===== src/rtl/multdiv_issue.sv =====
// Issue/stall controller between the DX stage and the shared multiply/divide unit.
// Pulses the unit once, stalls until the result (or a timeout), then writes back for one cycle.
module multdiv_issue #(
  parameter int unsigned RSTATUS_REG   = 30,
  parameter int unsigned MULT_EXC_CODE = 4,
  parameter int unsigned DIV_EXC_CODE  = 5,
  parameter int unsigned TIMEOUT       = 40
) (
  input  logic        clock,
  input  logic        reset,
  input  logic        dx_is_mult,
  input  logic        dx_is_div,
  input  logic [4:0]  dx_rd,
  input  logic [31:0] dx_opA,
  input  logic [31:0] dx_opB,
  input  logic        flush,
  input  logic [31:0] md_result,
  input  logic        md_resultRDY,
  input  logic        md_exception,
  output logic        ctrl_MULT,
  output logic        ctrl_DIV,
  output logic [31:0] data_operandA,
  output logic [31:0] data_operandB,
  output logic        stall,
  output logic        wb_valid,
  output logic [4:0]  wb_rd,
  output logic [31:0] wb_data,
  output logic        timeout_err
);

  localparam int unsigned CNT_W  = 6;
  localparam int unsigned DATA_W = 32;
  localparam int unsigned REG_W  = 5;

  typedef enum logic [1:0] {IDLE, START, WAIT, DONE} state_t;

  state_t             state_q, state_d;
  logic               op_div_q, op_div_d;
  logic [REG_W-1:0]   rd_q, rd_d;
  logic [DATA_W-1:0]  opa_q, opa_d;
  logic [DATA_W-1:0]  opb_q, opb_d;
  logic [CNT_W-1:0]   cnt_q, cnt_d;
  logic [DATA_W-1:0]  result_q, result_d;
  logic               exc_q, exc_d;
  logic               timeout_q, timeout_d;
  logic               request;

  assign request = dx_is_mult | dx_is_div;

  always_ff @(posedge clock or posedge reset) begin
    if (reset) begin
      state_q   <= IDLE;
      op_div_q  <= 1'b0;
      rd_q      <= '0;
      opa_q     <= '0;
      opb_q     <= '0;
      cnt_q     <= '0;
      result_q  <= '0;
      exc_q     <= 1'b0;
      timeout_q <= 1'b0;
    end else begin
      state_q   <= state_d;
      op_div_q  <= op_div_d;
      rd_q      <= rd_d;
      opa_q     <= opa_d;
      opb_q     <= opb_d;
      cnt_q     <= cnt_d;
      result_q  <= result_d;
      exc_q     <= exc_d;
      timeout_q <= timeout_d;
    end
  end

  // Next-state: flush wins over a result arriving in the same WAIT cycle.
  always_comb begin
    state_d   = state_q;
    op_div_d  = op_div_q;
    rd_d      = rd_q;
    opa_d     = opa_q;
    opb_d     = opb_q;
    cnt_d     = cnt_q;
    result_d  = result_q;
    exc_d     = exc_q;
    timeout_d = timeout_q;
    case (state_q)
      IDLE: begin
        if (request && !flush) begin
          op_div_d = dx_is_div;
          rd_d     = dx_rd;
          opa_d    = dx_opA;
          opb_d    = dx_opB;
          exc_d    = 1'b0;
          state_d  = START;
        end
      end
      START: begin
        cnt_d   = '0;
        state_d = flush ? IDLE : WAIT;
      end
      WAIT: begin
        if (flush) begin
          state_d = IDLE;
        end else if (md_resultRDY) begin
          result_d = md_result;
          exc_d    = md_exception;
          state_d  = DONE;
        end else if (cnt_q == CNT_W'(TIMEOUT - 1)) begin
          exc_d     = 1'b1;
          timeout_d = 1'b1;
          state_d   = DONE;
        end else begin
          cnt_d = cnt_q + CNT_W'(1);
        end
      end
      DONE: state_d = IDLE;
      default: state_d = IDLE;
    endcase
  end

  // Outputs decode the registered state; only the accept-cycle stall looks at live inputs.
  always_comb begin
    ctrl_MULT     = (state_q == START) && !op_div_q;
    ctrl_DIV      = (state_q == START) && op_div_q;
    data_operandA = opa_q;
    data_operandB = opb_q;
    stall         = !reset && (((state_q == IDLE) && request && !flush) ||
                               (state_q == START) || (state_q == WAIT));
    wb_valid      = (state_q == DONE);
    wb_rd         = '0;
    wb_data       = '0;
    timeout_err   = timeout_q;
    if (state_q == DONE) begin
      if (exc_q) begin
        wb_rd   = REG_W'(RSTATUS_REG);
        wb_data = op_div_q ? DATA_W'(DIV_EXC_CODE) : DATA_W'(MULT_EXC_CODE);
      end else begin
        wb_rd   = rd_q;
        wb_data = result_q;
      end
    end
  end

endmodule


===== config.mk =====
export PLATFORM = sky130hd
export DESIGN_NAME = multdiv_issue
export DESIGN_NICKNAME = d
export VERILOG_FILES = /design/src/rtl/multdiv_issue.sv
export SDC_FILE = /design/constraint.sdc
export NUM_CORES = 1
export LEC_CHECK = 0
export BUFFER_PORTS_ARGS = -buffer_cell sky130_fd_sc_hd__buf_2
export CAP_MARGIN = 0
export CORE_MARGIN = 2
export CORE_UTILIZATION = 42
export DETAILED_ROUTE_END_ITERATION = 16
export PLACE_DENSITY = 0.78
export SKIP_LAST_GASP = 1
export SLEW_MARGIN = 20
export SYNTH_ARGS = -nofsm -noshare
export SYNTH_HDL_FRONTEND = slang
export SYNTH_SLANG_ARGS = --single-unit

===== constraint.sdc =====
create_clock -name clock -period 2.96 [get_ports clock]
set_input_delay 0.296 -clock clock [delete_from_list [all_inputs] [get_ports clock]]
set_output_delay 0.296 -clock clock [all_outputs]
set_load 0.005 [all_outputs]

### Word-level counts from Yosys, hierarchy flattened

Cells that the tools add are included.

* flip-flop bits (word level): 112
* output and inout bits: 106
* input port bits: 108
* word-level logic and storage cells: 63

* reduce and logical (&&, ||, !) cells: 20
* bitwise logic cells: 3
* muxes and demuxes: 20
* add/subtract/negate cells: 1
* eq/ne operators: 10

Operators by type and width (number)
* 32-bit two-way mux: 2
* 6-bit two-way mux: 3
* 6-bit case mux with 2 select lines: 1
* 4-bit AND reduction: 3
* 2-bit two-way mux: 5
* 5-bit two-way mux: 2
* 2-bit inequality test (second input constant): 4
* 2-bit case mux with 4 select lines: 1
* 6-bit by 1-bit adder with 6-bit output (second input constant): 1
* 6-bit == test (second input constant): 1
* 1-bit logical AND: 6
* 1-bit two-way mux: 5
* 2-bit == test (second input constant): 2
* 4-bit inequality test (second input constant): 1
* 2-bit AND reduction: 2
* 2-bit nonzero test: 2
* 1-bit zero test: 3
* 3-bit inequality test (second input constant): 1
* 3-bit AND reduction: 1
* 2-bit by 1-bit == test with 1-bit output (second input constant): 1
* 2-bit zero test: 1
* 1-bit logical OR: 2
* 1-bit NOT: 2
* 1-bit case mux with 2 select lines: 1
* 1-bit bitwise OR: 1

### Longest topological paths before layout

* word-level depth: 6
* depth in mapped cells: 7
* depth with buffers taken out: 5

### Least setup slack after synthesis

OpenSTA, ideal clock, no wires.

* path kind: register -> register
* from: register state_q[0]
* to: register result_q[0]
* slack: 1.376 ns
* clock period less this slack: 1.584 ns
* data required time: 2.835 ns
* stages on the path, launching flop included: 8
* buffers on the path: 3
* library setup time: 0.125 ns
* arrival time: 1.460 ns
* path through: dfrtp_1 buf_4 nand2b_1 nor2_1 and2_4 buf_6 buf_6 mux2_2

* longest elaborated chain between the ends: 2

Ends and longest elaborated chain
* from (decl): RTL line 37 `state_t state_q, state_d;`
* from (signal assigned): RTL line 62 `state_q <= state_d;`
* 2-bit == test: RTL line 85 `case (state_q)`
* 3-bit AND reduction (no line)
* to (signal assigned): RTL line 68 `result_q <= result_d;`
* to (decl): RTL line 43 `logic [DATA_W-1:0] result_q, result_d;`

No other way between the ends.
A chain may end at the register's enable or synchronous reset.

### Worst setup path after layout

* from: register state_q[0]
* to: output port wb_data[5]

* longest elaborated chain between the ends: 2

Ends and longest elaborated chain
* 2-bit == test: RTL line 132 `if (state_q == DONE) begin`
* 32-bit two-way mux: RTL line 132
* to (decl): RTL line 27 `output logic [31:0] wb_data,`

No other way between the ends.

==> summary.txt <==
outcome -> finished clean
Switching Power -> 1.19 mW
Gate Count Post-Synth -> 331
CP Capture Type -> primary output
EDFF count, synth -> 0
Tot GR Track Use -> 17.8%
fmax -> 0.411 GHz
crit-path max FO -> 33
RSZ-0062 raised after global routing -> no
Reg2Reg Launch Point -> state_q[0]$_DFFE_PP0P_
max-cap viol count -> 0
initial antenna violation count -> 0
Post-synth top cells -> dfrtp_1 (112), mux2_2 (92), and3_1 (31), nor2_1 (16), buf_6 (11)
PnR worst setup slack -> 0.530 ns
Yosys cell types -> 34
Clock power frac -> 24.5%
R2R Setup Slk -> 1.06 ns
CP max-delay cell -> inv_1
top cell type's share of synthesized area -> 59.1%
Initial Util -> 43.4%
1st-iter DRT viols -> 100
crit path kind -> reg -> out
Syn Std Cell Area -> 0.00474 mm2
Vias -> 3379
per-cell routed wire length -> 15.8 um
maximum VDD drop -> 405 uV
Flop pwr share -> 50.5%
Comb pwr share -> 25.0%
Setup Buffers After CTS -> 0
number of placed I/O pins -> 214
top area cells in the synthesized netlist -> dfrtp_1 (59%), mux2_2 (22%), and3_1 (4.1%)
Antenna Cells -> 0
die height -> 110 um
# setup viols final -> 0
Port Buffers -> 213
slowest stage delay, CP -> 0.66 ns
die area -> 0.0122 mm2
Pre-Repair DR Iteration Count -> 4
CTS tree -> yes
root buffer cell -> clkbuf_16
Critical Path RT -> 2.66 ns
Storage cell area -> 0.00280 mm2
num rows -> 38
clock latency on the worst-skew pair -> 0.33 ns
min cycle time layout -> 2.43 ns
Seq/Total Area, Yosys -> 59.1%
WP data arrival -> 2.13 ns
max_slew headroom -> 45.7%
ANT nets after route -> 0
Yosys warnings -> 0
Worst Hold Class -> in -> async
Top delay family on crit path -> buffers and inverters
worst-margin pin slew -> 0.814 ns
largest net degree at the start of global routing -> 62
CTS buffer count -> 9
Setup crit end -> wb_data[5]
clock transition at the registers of the reported paths -> 0.07 ns
core box area -> 0.0109 mm2
area delta synth->final -> 29.6%
largest area contributor in the netlist -> dfrtp_1
reg2reg end -> data_operandB[23]$_DFFE_PP0P_
share of cells above drive strength 1 -> 62.3%
R2R depth -> 3
Post-route DRC -> 0
vias in the first global route -> 3400
first-pass GRT wire length -> 16.5 mm
Sw Ratio -> 26.0%
Int Pwr -> 3.38 mW
Pleak -> 3.15 nW
Fin Setup TNS -> 0 ns
CP bufs+invs -> 2
H-Tree Depth -> 3
final hold violation count -> 0
commonest register cell after synthesis -> dfrtp_1
syn nets -> 440
Yosys reg bits -> 112
Die X -> 110 um
Via density -> 4.96
Power Density -> 743 mW/mm2
critical path startpoint -> state_q[0]$_DFFE_PP0P_
area of the multi-input gates -> 0.00174 mm2
Filler Cells Inserted -> 936
Crit. path cell count -> 4
Max Slew Vio Count -> 0
count leader, synth -> dfrtp_1
hpwl dp -> 8.05 mm
Syn Area/Cell -> 14.3 um2
final wirelength -> 10.8 mm
CTS Sinks -> 112
DP Worst Slack -> 0.910 ns
CTS Buffer Depth -> 2
Synth async-reset ratio -> 100%
share of the clock period used by the worst path -> 82.1%
CTS Hold Bufs -> 0
CP Launch Type -> register
Final Skew -> 0.00362 ns
CP Cell Sequence -> nand2_1 > inv_1 > and3_1 > buf_2
GR Overflow Total -> 0
nets -> 647
RD Place Congestion -> 0.830
cts repair resizes -> 0
==> area by class of cell <==
| type | instances | area share [%] |
|---|---|---|
| multi-input combinational | 190 | 28.3 |
| inverter | 8 | 0.549 |
| timing repair buffer | 217 | 18.2 |
| sequential | 112 | 45.6 |
| tap | 140 | 2.85 |
| clock buffer | 14 | 4.46 |
==> flip-flops by register name, indices dropped and copies added (netlist names) <==
signal,cells
cnt_q,6
result_q,32
rd_q,5
exc_q,1
timeout_err,1
data_operandA,32
data_operandB,32
op_div_q,1
state_q,2
==> per-stage QoR <==
step	total power, mW	hold WS, ns	std cells	cell area (um2)	utilization (%)
after floorplan	2.98	0.359	331	4750	-
after global placement	3.43	0.464	667	5870	53.7
after detailed placement	3.50	0.469	667	5870	53.7
after CTS	4.63	0.176	681	6150	56.2
after global routing	4.86	0.175	681	6150	56.2
final	4.57	0.174	681	6150	56.2
==> tightest hold or removal path, stage by stage <==
cell,delay [ns]
buf_2,0.12
clkinvlp_4,0.06
buf_4,0.51
==> cells in the final DEF, fill, tap and decap left out, types with 3 or more instances in the layout <==
cell	netlist	routed
buf_2	0	213
mux2_2	92	92
clkbuf_8	0	3
nand2_1	5	5
mux2i_1	3	3
nor2_1	16	16
mux2_4	9	9
dfrtp_1	112	112
o21ai_0	4	4
inv_1	8	7
clkbuf_16	0	9
nand3_1	4	4
and3_1	31	31
nand2b_1	4	4
==> layer usage <==
metal,track usage (%),up-vias,wire [um]
li1,-,1572,-
met1,20.2,1642,4260
met2,30.8,156,5320
met4,5.54,0,108
met3,7.11,9,1090
met5,0,-,0
==> power groups by stage <==
stage / sequential (mW) / clock (mW) / combinational, mW
floorplan: 2.29 / 0 / 0.691
global placement: 2.30 / 0 / 1.13
detailed placement: 2.33 / 0 / 1.17
CTS: 2.31 / 1.15 / 1.17
global route: 2.37 / 1.23 / 1.26
finish: 2.31 / 1.12 / 1.14
==> worst min-delay path by stage <==
stage | startpoint | slack, ns | cells past startpoint | endpoint
final | reset | 0.17 | 3 | cnt_q[3]$_DFFE_PP0P_
after detailed placement | timeout_err$_DFFE_PP0P_ | 0.47 | 1 | timeout_err$_DFFE_PP0P_
after CTS | dx_opA[9] | 0.18 | 2 | data_operandA[9]$_DFFE_PP0P_
after global placement | cnt_q[5]$_DFFE_PP0P_ | 0.46 | 1 | cnt_q[5]$_DFFE_PP0P_
after global routing | dx_opB[26] | 0.18 | 2 | data_operandB[26]$_DFFE_PP0P_
after floorplan | flush | 0.36 | 1 | state_q[1]$_DFFE_PP0P_
==> cell families (layout without fill, tap and decap cells) <==
kind of cell / count (synthesis) / after routing / share of synthesized area, %
mux: 104 / 104 / 25.3
xor+xnor: 1 / 1 / 0.185
flops: 112 / 112 / 59.1
simple gates: 70 / 70 / 8.63
fa+ha+maj: 1 / 1 / 0.264
buf+inv: 29 / 239 / 4.19
compound gates: 14 / 14 / 2.32
Power figures use the tool's default switching activity.
